[config.mk]
export PLATFORM = sky130hd
export DESIGN_NAME = pc_fetch
export DESIGN_NICKNAME = d
export VERILOG_FILES = /design/src/rtl/pc_fetch_pkg.sv /design/src/rtl/pc_fetch_perf.sv /design/src/rtl/pc_fetch.sv
export SDC_FILE = /design/constraint.sdc
export NUM_CORES = 1
export LEC_CHECK = 0
export BUFFER_PORTS_ARGS = -buffer_cell sky130_fd_sc_hd__buf_4
export CELL_PAD_IN_SITES_DETAIL_PLACEMENT = 2
export CELL_PAD_IN_SITES_GLOBAL_PLACEMENT = 2
export CORE_MARGIN = 2
export CORE_UTILIZATION = 26
export CTS_BUF_LIST = sky130_fd_sc_hd__clkbuf_8
export DETAILED_ROUTE_END_ITERATION = 6
export GPL_TIMING_DRIVEN = 0
export PLACE_DENSITY_LB_ADDON = 0.1
export SYNTH_ARGS = -nofsm -noshare
export SYNTH_HDL_FRONTEND = slang
export SYNTH_SLANG_ARGS = --single-unit
[constraint.sdc]
create_clock -name clk -period 1.8 [get_ports clk]
set_input_delay 0.36 -clock clk [delete_from_list [all_inputs] [get_ports clk]]
set_output_delay 0.36 -clock clk [all_outputs]
set_load 0.01 [all_outputs]
[src/rtl/pc_fetch_pkg.sv]
// Purpose : shared types and constants for the program-counter / fetch block.
// Latency : n/a (package only).
// Backpressure: n/a (package only).
package pc_fetch_pkg;

  localparam int ADDR_W  = 30;  // word address width, PC[31:2]
  localparam int INSTR_W = 32;  // instruction word width

  localparam logic [ADDR_W-1:0] DEFAULT_RESET_ADDR = 30'h0000_0000;

  // S_REQ  : fetch request on the bus for the current pc
  // S_WAIT : request accepted, waiting for the response beat
  // S_HOLD : instruction presented to decode until it is consumed
  typedef enum logic [1:0] {
    S_REQ  = 2'd0,
    S_WAIT = 2'd1,
    S_HOLD = 2'd2
  } state_t;

endpackage

[src/rtl/pc_fetch_perf.sv]
// Purpose : fetch / stall event counters for the fetch sequencer.
// Latency : counters update one cycle after the qualifying event.
// Backpressure: none; free-running counters that wrap modulo 2^32.
//
// Ports:
//   clk, rst       : core clock, synchronous active-high reset
//   fetch_inc      : one instruction consumed by decode this cycle
//   stall_inc      : decode held the presented instruction this cycle
//   perf_fetch_cnt : consumed-instruction count
//   perf_stall_cnt : stall-cycle count
module pc_fetch_perf (
  input  logic        clk,
  input  logic        rst,
  input  logic        fetch_inc,
  input  logic        stall_inc,
  output logic [31:0] perf_fetch_cnt,
  output logic [31:0] perf_stall_cnt
);

  always_ff @(posedge clk) begin
    if (rst) begin
      perf_fetch_cnt <= 32'h0;
      perf_stall_cnt <= 32'h0;
    end else begin
      if (fetch_inc) perf_fetch_cnt <= perf_fetch_cnt + 32'd1;
      if (stall_inc) perf_stall_cnt <= perf_stall_cnt + 32'd1;
    end
  end

endmodule

[src/rtl/pc_fetch.sv]
// Purpose : PC register and instruction-fetch sequencer (request/response imem port).
// Latency : zero-wait memory gives instr_valid one cycle after the request; 1 instr / 2 cycles.
// Backpressure: imem_ready/imem_rvalid stretch the fetch; stall holds the presented instruction.
//
// Ports:
//   clk, rst        : core clock, synchronous active-high reset
//   next_addr       : next word address from the next-PC logic (taken verbatim)
//   stall           : decode/hazard hold of the presented instruction
//   imem_req/addr   : fetch request and its word address
//   imem_ready      : memory accepts the request
//   imem_rvalid/rdata : response beat
//   cur_addr, instr, instr_valid : presented instruction and its PC
//   perf_fetch_cnt, perf_stall_cnt : only when PC_FETCH_PERF_EN is defined
module pc_fetch
  import pc_fetch_pkg::*;
#(
  parameter logic [ADDR_W-1:0] RESET_ADDR = DEFAULT_RESET_ADDR
) (
  input  logic               clk,
  input  logic               rst,
  input  logic [31:2]        next_addr,
  input  logic               stall,
  output logic               imem_req,
  output logic [31:2]        imem_addr,
  input  logic               imem_ready,
  input  logic               imem_rvalid,
  input  logic [INSTR_W-1:0] imem_rdata,
  output logic [31:2]        cur_addr,
  output logic [INSTR_W-1:0] instr,
  output logic               instr_valid
`ifdef PC_FETCH_PERF_EN
  ,
  output logic [31:0]        perf_fetch_cnt,
  output logic [31:0]        perf_stall_cnt
`endif
);

  state_t              state_q;
  state_t              state_d;
  logic [ADDR_W-1:0]   pc;
  logic [INSTR_W-1:0]  instr_q;
  logic                capture_en;
  logic                pc_load;

  // Response data is only meaningful while a request is in flight; rvalid
  // in S_REQ counts only together with ready (zero-wait memory).
  assign capture_en = ((state_q == S_REQ)  && imem_ready && imem_rvalid) ||
                      ((state_q == S_WAIT) && imem_rvalid);

  // Decode consumes the instruction: advance to the next-PC result.
  assign pc_load = (state_q == S_HOLD) && !stall;

  // State register
  always_ff @(posedge clk) begin
    if (rst) state_q <= S_REQ;
    else     state_q <= state_d;
  end

  // Next-state logic
  always_comb begin
    state_d = state_q;
    unique case (state_q)
      S_REQ: begin
        if (imem_ready && imem_rvalid) state_d = S_HOLD;
        else if (imem_ready)           state_d = S_WAIT;
      end
      S_WAIT: begin
        if (imem_rvalid) state_d = S_HOLD;
      end
      S_HOLD: begin
        if (!stall) state_d = S_REQ;
      end
      default: state_d = S_REQ;
    endcase
  end

  // Outputs decode registered state only, so stall/next_addr never reach them.
  always_comb begin
    imem_req    = (state_q == S_REQ);
    instr_valid = (state_q == S_HOLD);
  end

  // Datapath registers
  always_ff @(posedge clk) begin
    if (rst) begin
      pc      <= RESET_ADDR;
      instr_q <= '0;
    end else begin
      if (pc_load)    pc      <= next_addr;
      if (capture_en) instr_q <= imem_rdata;
    end
  end

  assign imem_addr = pc;
  assign cur_addr  = pc;
  assign instr     = instr_q;

`ifdef PC_FETCH_PERF_EN
  pc_fetch_perf u_perf (
    .clk            (clk),
    .rst            (rst),
    .fetch_inc      (pc_load),
    .stall_inc      ((state_q == S_HOLD) && stall),
    .perf_fetch_cnt (perf_fetch_cnt),
    .perf_stall_cnt (perf_stall_cnt)
  );
`endif

endmodule

==> run metrics <==
post-route clock period utilization=83.11%; Final Slew Violations=0; Post-DP HPWL=6975 µm; DIE HEIGHT=108.1 µm; count of distinct cell types in the synthesized netlist=16; effective utilization at floorplan=26.35%; total wire length after detailed routing=8977 µm; post-synthesis net count=377; minimum period implied by the final worst setup slack=1.496 ns; post-CTS setup-driven buffer insertion count=0; category of the worst setup path capture point=primary output; pre-CTS setup slack=0.3026 ns; Synth top area share=45.45%; VDD IR-drop max=313.0 µV; number of enable flip-flop cells after synthesis=0; TritonCTS clock tree=built; leading register cell type out of synthesis=dfxtp_1; number of global-route vias before repair=2867; clock skew=0.006859 ns; GR Util All Layers=15.52%; number of antenna diodes=0; x dimension of the die=108.1 µm; FMAX=668.5 MHz; total of hold buffers inserted after clock tree synthesis=0; Clk Latency, worst-skew pair=0.34 ns; maximum buffer depth of the clock tree=2; path category of the worst min-delay check=input pin to register; cell area after synthesis=2819 µm²; type of the worst setup path=register to primary output; Cell Chain, Critical Path=nor2b_1 > buf_4; most area-hungry cell type in the Yosys netlist=dfxtp_1; number of nets in the finished design=547; async set-reset flop share out of synthesis=0%; DR WL/cell=14.39 µm; Final setup viols=0; top cell family by delay on the critical path=flip-flops; proportion of layout cells with a drive suffix above 1=44.83%; startpoint type of the worst setup path=register; Boundary Pins=161; worst stage delay on the critical path=0.44 ns; clock-pin slew reported for the worst setup and hold paths after clock tree synthesis=0.07 ns; total leakage power=0.002020 µW; H-tree lvl count=3; Fin. Hold Viols=0; commonest cells in the synthesized netlist=64 x dfxtp_1, 64 x nand2b_1, 61 x nand2_1; RSZ-0062 raised after global routing=no; antenna-violating nets left=0; cells after synthesis=310; count of routing violations after the opening detailed-route iteration=58; vias after detailed routing=2636; total of flip-flops plus latches after synthesis=64; placeable core region=10700 µm²; average footprint of a synthesized cell=9.093 µm²; final sum of negative setup slack=0 ns; post-CTS sizing=0; dominant cells by area after synthesis=dfxtp_1 45%, nand2b_1 14%, mux2i_1 11%; Final WS setup=0.3041 ns; mean number of vias per cell=4.224; result of the run=complete, no violations; row count=38; data arrival time of the worst path=1.14 ns; clock sinks=64; total die area=11690 µm²; Final Wtd Congestion=0.7200; number of fillers in the final layout=1250; PD cells=719.6 nW/µm²; Layout Area Growth over Synthesis=54.46%; number of buffers added by the clock tree synthesis step=9; Detailed Routing Iterations Pass 1=4; initial antenna violation count=0; maximum number of pins on one net before global-route repair=11; Synth warnings=0; maximum fanout encountered on the critical timing path=7; number of port buffers=159; slowest library cell on the worst path=dfxtp_1; clk root buf=clkbuf_8; buffering stage count on the worst path with inverters included=1; count of unresolved DRC violations after routing=0; gr ovfl total=0; pin slew with the least headroom to its limit=0.4881 ns; part of the Yosys area used for sequential elements=45.45%; first-pass GRT wire length=13960 µm; max-cap violation count=0; remaining max-slew budget at the tightest pin=67.46%; Critical Path RT=1.44 ns
-- flip-flops by register name (all words and copies together) (netlist names) --
signal,count
cur_addr,30
instr,32
state_q,2
-- area by class of cell --
cell class / instances / area (µm²) / area share [%]
Buffer: 50 / 367.9 / 8.448
Clock buffer: 11 / 151.4 / 3.477
Clock inverter: 4 / 15.01 / 0.3448
Multi-Input combinational cell: 196 / 1170 / 26.87
Sequential cell: 64 / 1281 / 29.43
Tap cell: 140 / 175.2 / 4.023
Timing Repair Buffer: 159 / 1194 / 27.41
-- metrics by stage --
step                      hold slack, ns  util (%)  instances  power [µW]  area [µm²]
final                             0.2025     40.70        624        3133        4354
after detailed placement          0.4656     39.15        609        2095        4188
after CTS                         0.1838     40.70        624        3196        4354
after global routing              0.1918     40.70        624        3307        4354
after floorplan                   0.4387         -        310        1798        2819
after global placement            0.4585     39.15        609        2075        4188
-- kinds of logic (layout without fill, tap and decap cells) --
family / Yosys count / after routing / share of synthesized area [%]
mux: 32 / 32 / 11.36
compound gates: 31 / 31 / 5.504
simple gates: 133 / 133 / 24.63
buf+inv: 50 / 224 / 13.05
flops: 64 / 64 / 45.45
-- layout by cell type, fill, tap and decap left out --
cell and instances:
a21oi_1 31, buf_2 6, buf_4 190, buf_6 3
buf_8 3, clkbuf_1 7, clkbuf_8 11, dfxtp_1 64
inv_1 4, mux2i_1 32, nand2_1 61, nand2b_1 64
nor2_1 2, nor2b_1 1, nor3b_2 2, nor4_1 1
or3b_2 1, or3b_4 1
-- routing by layer --
layer	vias up	track usage (%)	wire length, µm
met2	101	28.03	4608
li1	1298	-	-
met3	11	5.063	781
met5	-	0	0
met1	1226	16.30	3431
met4	0	7.143	156
-- path summary, 6_finish.rpt --
check | startpoint | end | slack, ns | cells after the start
setup / recovery | state_q[1]$_SDFFE_PP0P_ | instr_valid | 0.30 | 2
hold / removal | imem_rvalid | state_q[0]$_SDFFE_PP0P_ | 0.20 | 2
hold reg to reg | cur_addr[23]$_SDFFE_PP0P_ | cur_addr[23]$_SDFFE_PP0P_ | 0.47 | 2
setup reg to reg | state_q[0]$_SDFFE_PP0P_ | instr[2]$_SDFFE_PP0P_ | 0.45 | 5
-- worst register-to-register path: cells and delay by family, from the launching register on --
kind                   cells  cell delay [ns]
muxes                      1             0.21
buffers and inverters      2             0.37
and+or+nand+nor            2             0.28
DFF                        1             0.41
-- power by group --
group / internal, µW / total, µW / switching [µW]
combinational: 311 / 528 / 217
sequential: 1480 / 1520 / 42.1
clock: 549 / 1080 / 534
Note: power is estimated with default switching activity, not from simulation.
